### config.mk
export PLATFORM = sky130hd
export DESIGN_NAME = trigger_framer
export DESIGN_NICKNAME = d
export VERILOG_FILES = /design/src/rtl/trigger_framer.sv
export SDC_FILE = /design/constraint.sdc
export NUM_CORES = 1
export LEC_CHECK = 0
export CORE_MARGIN = 2
export CORE_UTILIZATION = 50
export CTS_CLUSTER_DIAMETER = 60
export DETAILED_ROUTE_END_ITERATION = 8
export GPL_TIMING_DRIVEN = 0
export PLACE_DENSITY = 0.69
export SLEW_MARGIN = 20
export SYNTH_ARGS = -nofsm -noshare
export SYNTH_HDL_FRONTEND = slang
export SYNTH_SLANG_ARGS = --single-unit
### constraint.sdc
create_clock -name clk160 -period 3.9 [get_ports clk160]
set_input_delay 0.78 -clock clk160 [delete_from_list [all_inputs] [get_ports clk160]]
set_output_delay 0.78 -clock clk160 [all_outputs]
set_load 0.02 [all_outputs]
### src/rtl/trigger_framer.sv
// Trigger framer: packs per-bunch-crossing trigger samples into fixed-length
// frames, tags each frame and queues them in a show-ahead buffer for a consumer.
module trigger_framer #(
    parameter int FRAME_BX       = 4,
    parameter int FIFO_DEPTH     = 8,
    parameter int TAG_W          = 4,
    parameter int SUPPRESS_EMPTY = 0
) (
    input  logic                          clk160,
    input  logic                          rst,
    input  logic                          bx_stb,
    input  logic                          trigger,
    input  logic                          trig_clr,
    output logic [TAG_W+FRAME_BX-1:0]     enc_trig,
    output logic                          trig_valid,
    input  logic                          trig_ready,
    output logic [$clog2(FIFO_DEPTH):0]   fill,
    output logic                          overflow
);

    localparam int BXW    = $clog2(FRAME_BX);
    localparam int PW     = $clog2(FIFO_DEPTH);
    localparam int WORD_W = TAG_W + FRAME_BX;
    localparam logic [BXW-1:0] BX_LAST = BXW'(FRAME_BX - 1);
    localparam logic [PW:0]    FULL    = (PW + 1)'(FIFO_DEPTH);

    logic [FRAME_BX-1:0] pattern;
    logic [BXW-1:0]      bx_cnt;
    logic [TAG_W-1:0]    tag;
    logic [PW-1:0]       wr_ptr;
    logic [PW-1:0]       rd_ptr;
    logic [WORD_W-1:0]   mem [FIFO_DEPTH];

    logic [FRAME_BX-1:0] frame_pat;
    logic                frame_done;
    logic                wr_req;
    logic                pop;
    logic                wr_ok;
    logic                drop;

    // Frame completion, write admission and pop decisions for this edge
    always_comb begin
        frame_pat  = {pattern[FRAME_BX-2:0], trigger};
        frame_done = bx_stb && (bx_cnt == BX_LAST);
        wr_req     = frame_done && !((SUPPRESS_EMPTY != 0) && (frame_pat == '0));
        pop        = trig_valid && trig_ready;
        wr_ok      = wr_req && ((fill != FULL) || pop);
        drop       = wr_req && !wr_ok;
    end

    // Show-ahead head word, forced to zero while the buffer is empty
    always_comb begin
        trig_valid = (fill != '0);
        enc_trig   = trig_valid ? mem[rd_ptr] : '0;
    end

    // Sample shifting, bx/tag counting, pointers, occupancy and sticky overflow
    always_ff @(posedge clk160 or posedge rst) begin
        if (rst) begin
            pattern  <= '0;
            bx_cnt   <= '0;
            tag      <= '0;
            wr_ptr   <= '0;
            rd_ptr   <= '0;
            fill     <= '0;
            overflow <= 1'b0;
        end else if (trig_clr) begin
            pattern  <= '0;
            bx_cnt   <= '0;
            tag      <= '0;
            wr_ptr   <= '0;
            rd_ptr   <= '0;
            fill     <= '0;
            overflow <= 1'b0;
        end else begin
            if (bx_stb) begin
                pattern <= frame_pat;
                bx_cnt  <= frame_done ? '0 : bx_cnt + 1'b1;
            end
            if (frame_done) begin
                tag <= tag + 1'b1;
            end
            if (wr_ok) begin
                wr_ptr <= wr_ptr + 1'b1;
            end
            if (pop) begin
                rd_ptr <= rd_ptr + 1'b1;
            end
            case ({wr_ok, pop})
                2'b10:   fill <= fill + 1'b1;
                2'b01:   fill <= fill - 1'b1;
                default: fill <= fill;
            endcase
            if (drop) begin
                overflow <= 1'b1;
            end
        end
    end

    // Frame buffer storage; contents need no reset because fill gates the output
    always_ff @(posedge clk160) begin
        if (!rst && !trig_clr && wr_ok) begin
            mem[wr_ptr] <= {tag, frame_pat};
        end
    end

endmodule

### Word level (Yosys, flattened, before mapping)

Memory sizes are Yosys's and may differ from the RTL's.
Index checks and enable logic that the tools add are counted.
W data, S select, Z words.

| operators by class | value |
|---|---|
| reduce and logical (&&, ||, !) cells | 17 |
| $add $sub $neg | 6 |
| eq/ne operators | 4 |
| mux-type cells | 18 |

Operators by type and width:

| operator | number |
|---|---|
| $mux W3 | 6 |
| $mux W4 | 3 |
| $reduce_bool A2 Y1 | 5 |
| $add A4 B1 Y4 const B | 2 |
| $mux W8 | 1 |
| $pmux W4 S2 | 1 |
| $add A3 B1 Y3 const B | 2 |
| $logic_and A1 B1 Y1 | 6 |
| $mux W2 | 3 |
| $eq A2 B2 Y1 const B | 2 |
| $mux W1 | 4 |
| $ne A4 B4 Y1 const B | 1 |
| $reduce_bool A4 Y1 | 1 |
| $sub A4 B1 Y4 const B | 1 |
| $logic_not A1 Y1 | 3 |
| $reduce_bool A3 Y1 | 1 |
| $add A2 B1 Y2 const B | 1 |
| $eq A2 B1 Y1 const B | 1 |
| $logic_or A1 B1 Y1 | 1 |

| word-level totals | value |
|---|---|
| memories | 1 |
| bits of input ports | 6 |
| flip-flop bits (word level) | 20 |
| output and inout port bits | 14 |
| memory bits (writable) | 64 |
| logic and storage cells | 53 |

Memories:

| memory | depth | width | read ports | clocked after memory_dff | write ports | line | text |
|---|---|---|---|---|---|---|---|
| mem | 8 | 8 | 1 | 0 | 1 | 32 | `logic [WORD_W-1:0] mem [FIFO_DEPTH];` |

### Logic depth before layout (Yosys ltp)

Gate-level depths: netlist of run 1.

| logic depth | value |
|---|---|
| depth after elaboration | 8 |
| mapped depth | 8 |

### Worst setup path before layout of run 1

Ideal clock, no wire load.

| path | value |
|---|---|
| kind | input to register |
| start point | input port bx_stb |
| end point | register fill[3] |
| arrival | 2.633 ns |
| setup slack | 1.179 ns |
| library setup time | 0.088 ns |
| cell stages on the path | 8 |
| buffers on the path | 1 |
| path through | buf_2 -> and2_0 -> nor2_1 -> ha_1 -> a21oi_1 -> nand2_1 -> or4_1 -> a41oi_1 |

| on the way | value |
|---|---|
| cells in the longest elaborated chain, start to end | 5 |
| elaborated cells between the ends (all ways) | 7 |

RTL lines:

| element | line | text |
|---|---|---|
| start, declared | 11 | `input logic bx_stb,` |
| $logic_and A1 B1 Y1 * | 44 | `frame_done = bx_stb && (bx_cnt == BX_LAST);` |
| $logic_and A1 B1 Y1 * | 47 | `wr_ok = wr_req && ((fill != FULL) \|\| pop);` |
| $eq A2 B1 Y1 / $eq A2 B2 Y1 (equally long branches) | 89 | `case ({wr_ok, pop})` |
| $pmux W4 S2 | 89 |  |
| $mux W4 | 67 | `end else if (trig_clr) begin` |
| end signal, assigned | 90 | `2'b10: fill <= fill + 1'b1;` |
| end signal, assigned | 91 | `2'b01: fill <= fill - 1'b1;` |
| end signal, assigned | 92 | `default: fill <= fill;` |
| end, declared | 17 | `output logic [$clog2(FIFO_DEPTH):0] fill,` |

Mark *: on every way between the ends. The rest lies on a longest branch, timed or not.
A chain may end at the register's enable or synchronous reset.

### Final worst setup path of run 1

| path | value |
|---|---|
| start point | register rd_ptr[1] |
| end point | output port enc_trig[5] |

| on the way | value |
|---|---|
| cells in the longest elaborated chain, start to end | 2 |

RTL lines:

| element | line | text |
|---|---|---|
| start, declared | 31 | `logic [PW-1:0] rd_ptr;` |
| start signal, assigned | 87 | `rd_ptr <= rd_ptr + 1'b1;` |
| $mem_v2 Z8 W8 | -- |  |
| $mux W8 | 54 | `enc_trig = trig_valid ? mem[rd_ptr] : '0;` |
| end, declared | 14 | `output logic [TAG_W+FRAME_BX-1:0] enc_trig,` |

Every way passes these cells.

==> results.md, run 1 <==
- Max Used Layer: met4
- Sequential power share: 44.8%
- Nets: 276
- Vias in the first global route: 2,038
- Endpoints failing setup: 0
- Crit. End Element: output pin
- Largest net degree at the start of global routing: 21
- Synth top area share: 52.8%
- Highest clock rate: 284 MHz
- Post-synth top cells: edfxtp_1 (64), nor2_1 (32), dfrtp_1 (20), mux4_2 (16), mux2i_1 (14)
- Clock Skews: 0.00861 ns
- Routed wl met3: 295 um
- Register bit total from synthesis: 84
- Worst slew pin tran: 0.959 ns
- Internal cell power: 0.00160 W
- Max-Cap Viols: 0
- Cells after synthesis: 232
- Period minus WS final: 3.52 ns
- Fin cells: 367
- CTS H-tree lvls: 3
- FF-to-FF setup slack: 1.07 ns
- Worst hold path class: flop to flop
- Setup TNS: 0 ns
- Critical path launch point: rd_ptr[1]
- Worst skew pair latency: 0.35 ns
- Worst reg2reg startpoint: fill[0]
- DP HPWL: 4470 um
- Clock root buffer: clkbuf_8
- CTS sink cnt: 84
- Sequential area share after synthesis: 66.6%
- Arr. time, crit path: 2.74 ns
- Worst Setup Start Kind: flop
- Unique cell type count in the Yosys netlist: 41
- Die outline area: 7980 um2
- Clk slew on worst S/H paths: 0.08 ns
- Routed wire length: 6870 um
- Max-slew headroom: 35.8%
- Filler Cell Count: 582
- Tcrit/Tclk final: 90.3%
- WS Path Type: flop to output pin
- Die X: 89.3 um
- Cell total after placement: 351
- Total track usage: 18.8%
- Residual DRC: 0
- Synth area leaders: edfxtp_1 (53%), dfrtp_1 (14%), mux4_2 (9.9%)
- Via count: 2,041
- Number of hold violations in the final report: 0
- Clock share of power: 29.7%
- Worst-case clock buffer depth: 2
- Global-route wire length before repair: 10,600 um
- Most frequent cell after synthesis: edfxtp_1
- Area grow syn2layout: 14.9%
- Wire length on met2: 3420 um
- Post-CTS Hold Buffers: 0
- Area leader, netlist: edfxtp_1
- Post-synth top flop: edfxtp_1
- Status: finished, final reports clean
- Antenna cell count: 0
- Cts repair resizes: 0
- Max-slew violation count: 0
- Comb pwr share: 25.5%
- CTS tree: done
- CTS Buf Count: 9
- Mapped Nets: 245
- Async set-reset flop share out of synthesis: 23.8%
- Worst hold stages: 2
- P_leak: 1.46 nW
- Synth warn: 0
- Remaining antenna violation count: 0
- Sw frac: 28.4%
- CP max FO: 10
- Post-CTS setup repair buffer count: 0
- Core area: 7140 um2
- Unrepaired setup endpoints after global routing: no
- Hold Slack: 0.520 ns
- I/O Pins: 20
- Post-Synthesis Mean Instance Area: 15.7 um2
- Reg2Reg Depth: 7
- Num rows: 31
- GRT Residual Overflow: 0
- Worst endpoint required time: 3.12 ns
- Vias per inst: 5.56
- Initial Util: 51.0%
- Hold_sp: overflow
- IO Port Bufs: 18
- Maximum vdd drop: 0.281 mV
- M1 WL: 3110 um
- Mapped Area: 3640 um2
- Total power: 0.00223 W
- P_sw: 0.000634 W
- RePlAce Congestion: 0.788
- Post-synth EDFFs: 64
- Area occupied by multi-input gates: 1160 um2
- Final Util: 58.6%
- 1st-pass router iterations: 4
- DR iter-0 viols: 171
- Register area: 2420 um2
- Initial antenna violation count: 0
- DIE HEIGHT: 89.3 um
- Wire length per cell: 18.7 um
- Total power per unit cell area: 534 nW/um2
- Layout cell share with drive strength beyond 1: 18.3%
-- layer usage --
| layer | vias to the layer above | GRT usage [%] |
|---|---|---|
| met5 | - | 0 |
| met4 | 0 | 7.46 |
| met3 | 2 | 4.34 |
| met2 | 66 | 30.8 |
| met1 | 1023 | 24.7 |
| li1 | 950 | - |
-- flip-flops by register name, summed over array words and instances, names as in the netlist --
| signal | cells |
|---|---|
| fill | 4 |
| overflow | 1 |
| pattern | 3 |
| mem | 64 |
| tag | 4 |
| bx_cnt | 2 |
| rd_ptr | 3 |
| wr_ptr | 3 |
-- worst paths after layout --
| kind | end |
|---|---|
| setup / recovery | enc_trig[5] |
| hold / removal | overflow |
| setup reg to reg | fill[3] |
| hold reg to reg | overflow |
| max in group asynchronous | fill[2] |
| min in group asynchronous | fill[3] |
-- layout make-up --
class	count	share of cell area [%]
plain buffers	11	1.26
repair buffers	20	4.67
inverters	4	0.359
clock inverters	7	2.15
multi-input cells	133	27.7
clock buffers	9	2.96
flip-flops and latches	84	57.9
well taps	99	2.96
-- power by group through the flow --
stage | registers (W) | logic [W] | clock network [W]
2_1_floorplan | 0.00103 | 0.000382 | 0
3_3_place_gp | 0.00102 | 0.000575 | 0
3_5_place_dp | 0.00102 | 0.000580 | 0
4_1_cts | 0.00100 | 0.000583 | 0.000677
5_1_grt | 0.00101 | 0.000625 | 0.000711
6_report | 0.00100 | 0.000571 | 0.000663
-- worst max-delay path, stage by stage (launching register included) --
cell	delay, ns
dfrtp_1	0.35
clkbuf_2	0.27
buf_1	0.58
mux4_2	0.41
mux2i_1	0.17
nor2_1	0.06
clkdlybuf4s50_1	0.56
-- cells by family (layout without fill, tap and decap cells) --
group	count (synthesis)	count (layout)	share of synthesized area, %
DFF	84	84	66.6
and+or+nand+nor	65	65	8.66
muxes	31	31	14.2
AOI/OAI and AO/OA	22	22	4.23
buffers and inverters	15	51	1.86
xor gates and xnor gates	8	8	1.92
adders and majority gates	7	7	2.61
-- stage by stage --
step	setup slack [ns]	area (um2)
after floorplan	1.18	3640
after global placement	0.386	3940
after detailed placement	0.425	3970
after CTS	0.370	4180
after global routing	0.230	4180
final	0.380	4180
-- layout by cell type (no fill, tap or decap), types with 3 or more instances in the layout --
cell type,n
nor3_2,3
ha_1,6
mux4_2,16
xor2_1,4
nor2_1,32
buf_4,3
a21oi_1,8
buf_2,5
o21ai_0,3
clkbuf_8,9
dfrtp_1,20
mux2i_1,14
nand3_1,5
inv_1,3
edfxtp_1,64
nand2_1,11
xnor2_1,4
clkdlybuf4s50_1,18
Note: power is estimated with default switching activity, not from simulation.
==> inputs of run 2 (changes only) <==
PLACE_DENSITY = not set   (was 0.69)
PLACE_DENSITY_LB_ADDON = 0.2   (was not set)
==> results.md, run 2 (synthesis results as in run 1) <==
- Worst Setup Start Kind: flop
- Max reg flops: 64 (unchanged)
- Routed wire length: 6700 um (-2.4%)
- Core area: 7140 um2 (unchanged)
- Worst slew pin tran: 0.925 ns (-0.0339 ns)
- Initial Util: 51.0% (unchanged)
- P_leak: 1.45 nW (-0.35%)
- Worst-path cell chain: clkbuf_2, buf_1, mux4_2, mux2i_1, nor2_1, clkdlybuf4s50_1
- 1st-pass router iterations: 4 (unchanged)
- Cts repair resizes: 0 (unchanged)
- Remaining antenna violation count: 0 (unchanged)
- Setup TNS: 0 ns (unchanged)
- DIE HEIGHT: 89.3 um (unchanged)
- Crit. End Element: output pin
- Layout cell share with drive strength beyond 1: 18.4% (+0.068 points)
- Worst-case clock buffer depth: 2 (unchanged)
- Worst endpoint required time: 3.12 ns (about the same)
- DP HPWL: 4320 um (-3.5%)
- IO Port Bufs: 18 (unchanged)
- Arr. time, crit path: 2.75 ns (about the same)
- Nets: 275 (-0.36%)
- Maximum vdd drop: 0.248 mV (-12%)
- Endpoints failing setup: 0 (unchanged)
- Period minus WS final: 3.53 ns (+0.00532 ns)
- Highest clock rate: 284 MHz (-0.15%)
- Antenna cell count: 0 (unchanged)
- Total power per unit cell area: 540 nW/um2 (+1.1%)
- Worst skew pair latency: 0.36 ns (about the same)
- Via count: 1,988 (-2.6%)
- Clock root buffer: clkbuf_8
- RePlAce Congestion: 0.792 (+0.44%)
- Global-route wire length before repair: 10,400 um (-1.8%)
- Residual DRC: 0 (unchanged)
- Tcrit/Tclk final: 90.4% (+0.14 points)
- Die outline area: 7980 um2 (unchanged)
- Initial antenna violation count: 0 (unchanged)
- Number of hold violations in the final report: 0 (unchanged)
- Vias per inst: 5.43 (-2.3%)
- WS Path Type: flop to output pin
- Max stage delay on crit path: 0.59 ns (about the same)
- Largest registers: mem x64, fill x4, tag x4
- Most common cell after layout, fill and taps aside: edfxtp_1
- Most frequent cells in the layout: edfxtp_1 (64), nor2_1 (32), dfrtp_1 (20)
- Largest net degree at the start of global routing: 21 (unchanged)
- Max-slew violation count: 0 (unchanged)
- CTS H-tree lvls: 3 (unchanged)
- CP max FO: 10 (unchanged)
- Post-CTS Hold Buffers: 0 (unchanged)
- Die X: 89.3 um (unchanged)
- Status: finished, final reports clean
- I/O Pins: 20 (unchanged)
- Area grow syn2layout: 15.0% (about the same)
- Post-CTS setup repair buffer count: 0 (unchanged)
- Wire length per cell: 18.3 um (-2.1%)
- CTS Buf Count: 9 (unchanged)
- Max-slew headroom: 38.1% (+2.3 points)
- Max-Cap Viols: 0 (unchanged)
- Unrepaired setup endpoints after global routing: no
- Clock Skews: 0.0132 ns (+0.00463 ns)
- GRT Residual Overflow: 0 (unchanged)
- Vias in the first global route: 1,899 (-6.8%)
- Num rows: 31 (unchanged)
- CTS sink cnt: 84 (unchanged)
- Slowest-stage cell, CP: buf_1
- Setup ws final: 0.375 ns (-0.00532 ns)
- DR iter-0 viols: 168 (-1.8%)
- Pre-CTS WS: 0.445 ns (+0.0194 ns)
- Worst hold path class: flop to flop
- Total track usage: 18.6% (-0.22 points)
- Final Util: 58.6% (about the same)
- CTS tree: done
- Clk slew on worst S/H paths: 0.08 ns (about the same)
- Largest Register: mem
==> run 2: cell types whose count changed in the layout (fill, tap and decap cells not counted) <==
cell / delta
clkinvlp_4: +1
clkbuf_1: +1
inv_8: +1
buf_4: -1
clkinv_2: -1
clkinv_1: -2
==> run 2: where the power goes <==
group / internal [W] / switching [W] / total (W)
logic: 0.000269 / 0.000307 / 0.000576
registers: 0.000973 / 0.0000274 / 0.00100
clock network: 0.000369 / 0.000315 / 0.000684
total: 0.00161 / 0.000650 / 0.00226
==> run 2: area by class of cell <==
type | instances | area, um2
Fill cell | 596 | 2950
Sequential cell | 84 | 2420
Multi-Input combinational cell | 133 | 1160
Timing Repair Buffer | 19 | 188
Clock buffer | 10 | 128
Tap cell | 99 | 124
Clock inverter | 6 | 96.3
Buffer | 11 | 52.6
Inverter | 4 | 15.0
==> run 2: path summary, 6_finish.rpt <==
| kind | from | end | slack [ns] | cells past startpoint |
|---|---|---|---|---|
| min in group asynchronous | rst | overflow | 0.91 | 2 |
| worst max-delay path | rd_ptr[1] | enc_trig[4] | 0.37 | 6 |
| worst min-delay path | overflow | overflow | 0.51 | 2 |
| worst max register to register | fill[0] | fill[3] | 1.10 | 7 |
| worst min register to register | overflow | overflow | 0.51 | 2 |
| max in group asynchronous | rst | pattern[0] | 2.49 | 2 |
==> run 2: per-stage QoR <==
step | total power, W | cells | cell area [um2] | hold slack, ns
after floorplan | 0.00141 | 232 | 3640 | 0.490
after global placement | 0.00160 | 349 | 3940 | 0.489
after detailed placement | 0.00160 | 350 | 3960 | 0.488
after CTS | 0.00229 | 366 | 4190 | 0.523
after global routing | 0.00237 | 366 | 4190 | 0.561
final | 0.00226 | 366 | 4190 | 0.514
==> run 2: critical path, delay by kind of cell, from the launching register on <==
| family | cells | cell delay [ns] |
|---|---|---|
| buffers and inverters | 3 | 1.43 |
| muxes | 2 | 0.56 |
| and+or+nand+nor | 1 | 0.07 |
| DFF | 1 | 0.35 |
==> run 2: layer usage <==
| layer | part of all wire (%) | vias up | wire length (um) | GRT usage (%) |
|---|---|---|---|---|
| li1 | - | 951 | - | - |
| met1 | 49 | 993 | 3280 | 26.9 |
| met2 | 47 | 35 | 3170 | 28.4 |
| met3 | 2.5 | 9 | 166 | 3.32 |
| met4 | 1.3 | 0 | 85 | 7.33 |
| met5 | 0 | - | 0 | 0 |
